`src/rtl/bm_if_pkg.sv`:
```
// Shared types and defaults for the bm_if micro benchmarks.
package bm_if_pkg;

  localparam int BITS_DEFAULT = 2;
  localparam int NREQ_DEFAULT = 4;

  typedef enum logic [1:0] {
    S_IDLE  = 2'd0,
    S_GRANT = 2'd1,
    S_EXEC  = 2'd2,
    S_DONE  = 2'd3
  } state_t;

endpackage

```
`src/rtl/bm_if_rr_pick.sv`:
```
// Combinational round-robin picker: first set req index at or after ptr, scanning upward mod NREQ.
module bm_if_rr_pick
  import bm_if_pkg::*;
#(
  parameter int NREQ = NREQ_DEFAULT,
  parameter int IDW  = $clog2(NREQ)
) (
  input  logic [NREQ-1:0] req,
  input  logic [IDW-1:0]  ptr,
  output logic            any,
  output logic [IDW-1:0]  winner
);

  logic [IDW-1:0] idx_s;

  // Scan from the farthest offset down so the nearest set request is the last one written.
  always_comb begin
    any    = 1'b0;
    winner = {IDW{1'b0}};
    idx_s  = {IDW{1'b0}};
    for (int i = NREQ - 1; i >= 0; i--) begin
      idx_s = ptr + IDW'(i);
      if (req[idx_s]) begin
        any    = 1'b1;
        winner = idx_s;
      end else begin
        any    = any;
        winner = winner;
      end
    end
  end

endmodule

```
`src/rtl/bm_if_sched.sv`:
```
// Round-robin scheduler sharing one two-stage conditional-AND datapath among NREQ requesters.
module bm_if_sched
  import bm_if_pkg::*;
#(
  parameter int BITS = BITS_DEFAULT,
  parameter int NREQ = NREQ_DEFAULT
) (
  input  logic                     clock,
  input  logic                     reset_n,
  input  logic [NREQ-1:0]          req,
  input  logic [NREQ*BITS-1:0]     a_bus,
  input  logic [NREQ*BITS-1:0]     b_bus,
  input  logic [NREQ-1:0]          c_bus,
  output logic [NREQ-1:0]          gnt,
  output logic                     busy,
  output logic [BITS-1:0]          result,
  output logic [$clog2(NREQ)-1:0]  result_id,
  output logic                     result_valid
);

  localparam int IDW = $clog2(NREQ);

  state_t            state_r;
  state_t            next_s;
  logic              any_s;
  logic [IDW-1:0]    winner_s;

  logic [IDW-1:0]    ptr_r;
  logic [IDW-1:0]    w_r;
  logic [BITS-1:0]   a_l_r;
  logic [BITS-1:0]   b_l_r;
  logic              c_l_r;
  logic [BITS-1:0]   and_r;
  logic              c_r;
  logic [NREQ-1:0]   gnt_r;
  logic [BITS-1:0]   result_r;
  logic [IDW-1:0]    result_id_r;
  logic              result_valid_r;

  bm_if_rr_pick #(
    .NREQ (NREQ),
    .IDW  (IDW)
  ) u_pick (
    .req    (req),
    .ptr    (ptr_r),
    .any    (any_s),
    .winner (winner_s)
  );

  // State register.
  always_ff @(posedge clock or negedge reset_n) begin
    if (!reset_n) begin
      state_r <= S_IDLE;
    end else begin
      state_r <= next_s;
    end
  end

  // Next-state logic; requests are only considered while idle.
  always_comb begin
    next_s = state_r;
    case (state_r)
      S_IDLE: begin
        if (any_s) begin
          next_s = S_GRANT;
        end else begin
          next_s = S_IDLE;
        end
      end
      S_GRANT: next_s = S_EXEC;
      S_EXEC:  next_s = S_DONE;
      S_DONE:  next_s = S_IDLE;
      default: next_s = S_IDLE;
    endcase
  end

  // Operand capture, the two datapath stages, grant/result strobes and pointer advance.
  always_ff @(posedge clock or negedge reset_n) begin
    if (!reset_n) begin
      ptr_r          <= {IDW{1'b0}};
      w_r            <= {IDW{1'b0}};
      a_l_r          <= {BITS{1'b0}};
      b_l_r          <= {BITS{1'b0}};
      c_l_r          <= 1'b0;
      and_r          <= {BITS{1'b0}};
      c_r            <= 1'b0;
      gnt_r          <= {NREQ{1'b0}};
      result_r       <= {BITS{1'b0}};
      result_id_r    <= {IDW{1'b0}};
      result_valid_r <= 1'b0;
    end else begin
      case (state_r)
        S_IDLE: begin
          if (any_s) begin
            w_r   <= winner_s;
            a_l_r <= a_bus[int'(winner_s)*BITS +: BITS];
            b_l_r <= b_bus[int'(winner_s)*BITS +: BITS];
            c_l_r <= c_bus[winner_s];
            gnt_r <= {{(NREQ-1){1'b0}}, 1'b1} << winner_s;
          end else begin
            gnt_r <= {NREQ{1'b0}};
          end
          result_valid_r <= 1'b0;
        end
        S_GRANT: begin
          and_r <= a_l_r & b_l_r;
          c_r   <= c_l_r;
          gnt_r <= {NREQ{1'b0}};
        end
        S_EXEC: begin
          result_r       <= c_r ? and_r : {BITS{1'b0}};
          result_id_r    <= w_r;
          result_valid_r <= 1'b1;
        end
        S_DONE: begin
          // NREQ is a power of two, so the natural IDW-bit wrap gives mod NREQ.
          ptr_r          <= w_r + {{(IDW-1){1'b0}}, 1'b1};
          result_valid_r <= 1'b0;
        end
        default: begin
          gnt_r          <= {NREQ{1'b0}};
          result_valid_r <= 1'b0;
        end
      endcase
    end
  end

  assign gnt          = gnt_r;
  assign busy         = (state_r != S_IDLE);
  assign result       = result_r;
  assign result_id    = result_id_r;
  assign result_valid = result_valid_r;

endmodule

```
`config.mk`:
```
export PLATFORM = sky130hd
export DESIGN_NAME = bm_if_sched
export DESIGN_NICKNAME = d
export VERILOG_FILES = /design/src/rtl/bm_if_pkg.sv /design/src/rtl/bm_if_rr_pick.sv /design/src/rtl/bm_if_sched.sv
export SDC_FILE = /design/constraint.sdc
export NUM_CORES = 1
export LEC_CHECK = 0
export BUFFER_PORTS_ARGS = -buffer_cell sky130_fd_sc_hd__buf_4
export CAP_MARGIN = 10
export CORE_MARGIN = 3
export CORE_UTILIZATION = 35
export CTS_BUF_LIST = sky130_fd_sc_hd__clkbuf_8
export DETAILED_ROUTE_END_ITERATION = 10
export SYNTH_ARGS = -nofsm -noshare
export SYNTH_HDL_FRONTEND = slang
export SYNTH_SLANG_ARGS = --single-unit
```
`constraint.sdc`:
```
create_clock -name clock -period 2.32 [get_ports clock]
set_clock_uncertainty 0.05 [all_clocks]
set_input_delay 0.116 -clock clock [delete_from_list [all_inputs] [get_ports clock]]
set_output_delay 0.116 -clock clock [all_outputs]
set_load 0.02 [all_outputs]
```
# Yosys cells after proc, flatten, opt, wreduce, memory -nomap -nowiden
# Cells that the tools add are included.
# totals
word_cells,58
inputBits,26
register_bits,23
# op_classes
eq_ne,3
addsub,4
n_mux,24
bitwise,1
order_cmp,5
shifts,3
reduce_logical,6
# op_table
op,n
8-bit by 4-bit indexed part select with 2-bit output,2
2-bit by 3-bit < comparator with 1-bit output (second input constant),5
1-bit binary-select mux with 2-bit select,5
1-bit two-way mux,10
2-bit two-way mux,5
2-bit one-hot mux with 4 select lines,1
4-bit one-hot mux with 2 select lines,1
2-bit nonzero test,3
2-bit by 1-bit adder with 2-bit output (second input constant),2
2-bit adder (second input constant),2
2-bit equality test (second input constant),2
4-bit two-way mux,1
1-bit by 2-bit << shifter with 4-bit output (first input constant),1
2-bit bitwise AND,1
2-bit by 1-bit equality test with 1-bit output (second input constant),1
2-bit zero test,1
1-bit one-hot mux with 2 select lines,1
2-bit AND reduction,1
2-bit OR reduction,1

# Depth between registers and ports, before layout
# depth
ltp_word,10
ltp_mapped,7

# Hierarchy
# A second synthesis with hierarchy kept.
# hier_totals
cells_unflattened,95
area_unflattened_um2,1168.6
# by_module_without_submodules
mod,n_inst,cells_per_inst,area_each_um2
bm_if_sched,1,82,1091.0
bm_if_rr_pick,1,13,77.6

# Worst setup path after synthesis
# OpenSTA, ideal clock, no wires.
# synth_timing
kind,reg-to-reg
start,reg ptr_r[0]
end,"reg gnt_r[0], in the netlist gnt[0]"
required_time_ns,2.198
period_less_slack_ns,1.566
n_path_buf,2
path_slack_ns,0.754
stages_incl_launch_ff,8
arrival_ns,1.444
path_cell_list,dfrtp_1 -> nand2b_1 -> nor2b_1 -> o22a_1 -> buf_6 -> buf_12 -> o32a_1 -> nor2_1
# synth_between
elab_chain_cells,10
# synth_rtl
element,line_no,rtl
start: declaration,bm_if_sched.sv:28,logic [IDW-1:0] ptr_r;
start signal: assignment,bm_if_sched.sv:80,ptr_r <= {IDW{1'b0}};
start signal: assignment,bm_if_sched.sv:117,"ptr_r <= w_r + {{(IDW-1){1'b0}}, 1'b1};"
2-bit adder,bm_if_rr_pick.sv:22,idx_s = ptr + IDW'(i);
1-bit binary-select mux with 2-bit select,bm_if_rr_pick.sv:23,if (req[idx_s]) begin
1-bit two-way mux (not written as such),bm_if_rr_pick.sv:23,
2-bit two-way mux (4 in a row),bm_if_rr_pick.sv:23,
1-bit by 2-bit << shifter with 4-bit output,bm_if_sched.sv:99,"gnt_r <= {{(NREQ-1){1'b0}}, 1'b1} << winner_s;"
4-bit two-way mux (*),bm_if_sched.sv:94,if (any_s) begin
4-bit one-hot mux with 2 select lines (*),bm_if_sched.sv:92,case (state_r)
end signal: assignment,bm_if_sched.sv:99,
end signal: assignment,bm_if_sched.sv:101,gnt_r <= {NREQ{1'b0}};
end signal: assignment,bm_if_sched.sv:108,gnt_r <= {NREQ{1'b0}};
end: declaration,bm_if_sched.sv:35,logic [NREQ-1:0] gnt_r;
# Mark *: on every way between the ends. The rest lies on a longest branch, timed or not. The select of a mux whose other input is x is not followed.
# A chain may end at the register's enable or synchronous reset.

# Worst setup path in the final report
# layout_timing
start,reg ptr_r[1]
end,reg b_l_r[1]
# layout_between
elab_chain_cells,8
# layout_rtl
element,line_no,rtl
2-bit adder,bm_if_rr_pick.sv:22,
1-bit binary-select mux with 2-bit select,bm_if_rr_pick.sv:23,
1-bit two-way mux (not written as such),bm_if_rr_pick.sv:23,
2-bit two-way mux or 1-bit two-way mux (tied branches) (4 in a row),bm_if_rr_pick.sv:23,
8-bit by 4-bit indexed part select with 2-bit output or 2-bit AND reduction (tied branches),-,
end signal: assignment,bm_if_sched.sv:83,b_l_r <= {BITS{1'b0}};
end signal: assignment,bm_if_sched.sv:97,b_l_r <= b_bus[int'(winner_s)*BITS +: BITS];
end: declaration,bm_if_sched.sv:31,logic [BITS-1:0] b_l_r;
# Parallel ways exist; a longest one is shown, timed or not. The select of a mux whose other input is x is not followed.

==> results_dict.tcl <==
set metrics [dict create \
    setup_viol 0 \
    startpoint_type "flop" \
    port_buffers 35 \
    p_leak_nw 0.751 \
    grt_pass1_vias 954 \
    routabilityCongestion 0.729 \
    reg2reg_from "ptr_r[1]" \
    min_period_ns 1.92 \
    layout-drive-gt1-share_pct 28.9 \
    gr-total-overflow 0 \
    ioPinCount 36 \
    hold_ws_ns 0.114 \
    slew_headroom_pct 54.5 \
    post-cts-setup-buffers 0 \
    power_mw 1.83 \
    required_ns 2.41 \
    dp_hpwl_mm 1.81 \
    syn-num-nets 145 \
    arrival_ns 2.01 \
    drt.antenna.violating_nets 0 \
    rsz0062_at_grt "false" \
    track_usage_pct 12.8 \
    core_area_um2 3130 \
    cts_buffers 3 \
    fp.dieH_um 64.0 \
    synth_top_area_share_pct 48.8 \
    synth_common_cells "23 x dfrtp_1, 14 x nand2_1, 10 x inv_1, 10 x mux2i_1" \
    antennaDiodeCount 0 \
    cts_tree "yes" \
    clock_latency_ns 0.26 \
    ys_ff_latch 23 \
    min_to "a_l_r[1]" \
    path_max_fanout 15 \
    vias 917 \
    finalHoldViolCount 0 \
    critical_path_class "reg2reg" \
    htree_levels 1 \
    path_clk_slew_ns 0.08 \
    cts_max_path_buffers 2 \
    syn_area_um2 1180 \
    first_iter_violations 29 \
    worst_pin_slew_ns 0.683 \
    rows 20 \
    reg2reg_slack_ns 0.40 \
    die_w_um 64.0 \
    postPlaceCellArea_um2 1460 \
    ys.flop_type "dfrtp_1" \
    dr.pass1.iters 2 \
    fill_cells 320 \
    status "completed" \
    die_area_um2 4100 \
    ir_drop_mv 0.529 \
    syn_area_per_cell_um2 10.4 \
    root_buffer "clkbuf_8" \
    via_per_inst 4.75 \
    hold_depth 3 \
    drc 0 \
    area_growth_pct 28.4 \
    yosys.cell_types.count 26 \
    fmax_mhz 521 \
    async_reset_ff_share_pct 100 \
    yosysMostFrequentCell "dfrtp_1" \
    yosys.area.top_type "dfrtp_1" \
    slew_viol_final 0 \
    synth_area_leaders "dfrtp_1 49%, mux2i_1 8.5%, ha_1 6.4%" \
    initial_core_util_pct 37.7 \
    nNetsFinal 182 \
    synthCells 113 \
    synth-edff-count 0 \
    rr_endpoint "b_l_r[1]" \
    end_kind "flop" \
    antenna_found_initial 0 \
    grt_max_degree 24 \
    synth_warnings 0 \
    ff2ff_path_depth 5 \
    finalSetupTns_ns 0 \
    totalWireLength_mm 2.38 \
    period_share_pct 82.7 \
    min_from "a_bus[3]" \
    final_cell_area_um2 1510 \
    holdCritPathClass "in2reg" \
    avgRoutedWirePerCell_um 12.3 \
    cts_sinks 23 \
    p_per_area_nw_per_um2 1210 \
    drv_cap 0 \
    grt_pass1_wl_mm 4.09 \
    ys_seq_area_share_pct 48.8 \
]
-- registers in the layout, indices dropped and copies added, names as in the netlist --
| signal | flops |
|---|---|
| result | 2 |
| ptr_r | 2 |
| and_r | 2 |
| result_id | 2 |
| result_valid | 1 |
| w_r | 2 |
| state_r | 2 |
| c_r | 1 |
| a_l_r | 2 |
| c_l_r | 1 |
| gnt | 4 |
| b_l_r | 2 |
-- metal layers --
metal,up-vias,part of all wire [%],track usage (%)
met5,-,0,0
met4,0,2.1,6.47
met3,5,4.5,2.28
met2,23,49,21.4
met1,423,44,15.5
li1,466,-,-
-- power by group --
part	switching (mW)	internal, mW	leakage (nW)	total (mW)
Sequential	0.125	0.593	0.289	0.718
Combinational	0.470	0.398	0.437	0.869
Clock	0.128	0.120	0.0255	0.248
-- layout by cell type, fill, tap and decap left out --
master / instances
o22a_1: 1
o21ai_0: 4
nand3_1: 5
nor4_1: 1
inv_1: 10
nand2b_1: 3
clkbuf_8: 3
xnor2_1: 1
or3_1: 1
buf_4: 35
a211oi_1: 1
mux2_2: 4
ha_1: 6
a32oi_1: 1
o32a_1: 1
a211o_1: 1
o221ai_1: 5
clkinv_2: 1
a21o_1: 1
o22ai_1: 1
mux2i_1: 10
nand2_1: 14
nor2b_1: 1
dfrtp_1: 23
dlygate4sd3_1: 1
nor2_1: 7
a21oi_1: 7
-- kinds of logic (layout without fill, tap and decap cells) --
group	after synthesis	count (layout)	share of synthesized area, %
buf+inv	14	50	6.48
simple gates	32	32	12.0
flops	23	23	48.8
fa+ha+maj	6	6	6.37
compound gates	23	23	13.3
xor+xnor	1	1	0.743
mux	14	14	12.3
-- worst max-delay path by stage --
stage / start / endpoint / depth (start not counted)
2_1_floorplan: ptr_r[0] / gnt[0] / 7
3_3_place_gp: ptr_r[1] / b_l_r[1] / 5
3_5_place_dp: ptr_r[1] / b_l_r[1] / 5
4_1_cts: ptr_r[1] / b_l_r[1] / 5
5_1_grt: ptr_r[1] / b_l_r[1] / 5
6_report: ptr_r[1] / b_l_r[1] / 5
-- critical path, cell delays in order, from the launching register on --
cell	delay [ns]
dfrtp_1	0.44
a21o_1	0.17
a21oi_1	0.13
o22a_1	0.60
mux2i_1	0.27
o221ai_1	0.12
-- metrics by stage --
step | worst slack [ns] | std cells | utilization [%]
after floorplan | 0.754 | 113 | -
after global placement | 0.428 | 188 | 46.6
after detailed placement | 0.390 | 188 | 46.6
after CTS | 0.384 | 193 | 48.4
after global routing | 0.251 | 193 | 48.4
final | 0.402 | 193 | 48.4
-- cell type report --
cell class                 instances  area [µm²]  share of cell area, %
clock inverter                     1        5.00                  0.331
tap                               44        55.1                   3.64
timing repair buffer              36         273                   18.0
inverter                          10        37.5                   2.48
multi-input combinational         76         527                   34.8
clock buffer                       3        41.3                   2.73
sequential                        23         576                   38.0
-- what timing repair did --
action,4_1_cts,5_1_grt
endpoints found under the setup margin,0,0
hold buffers,1,0
endpoints found under the hold margin,23,0
gates resized for setup,0,0
Note: power is estimated with default switching activity, not from simulation.
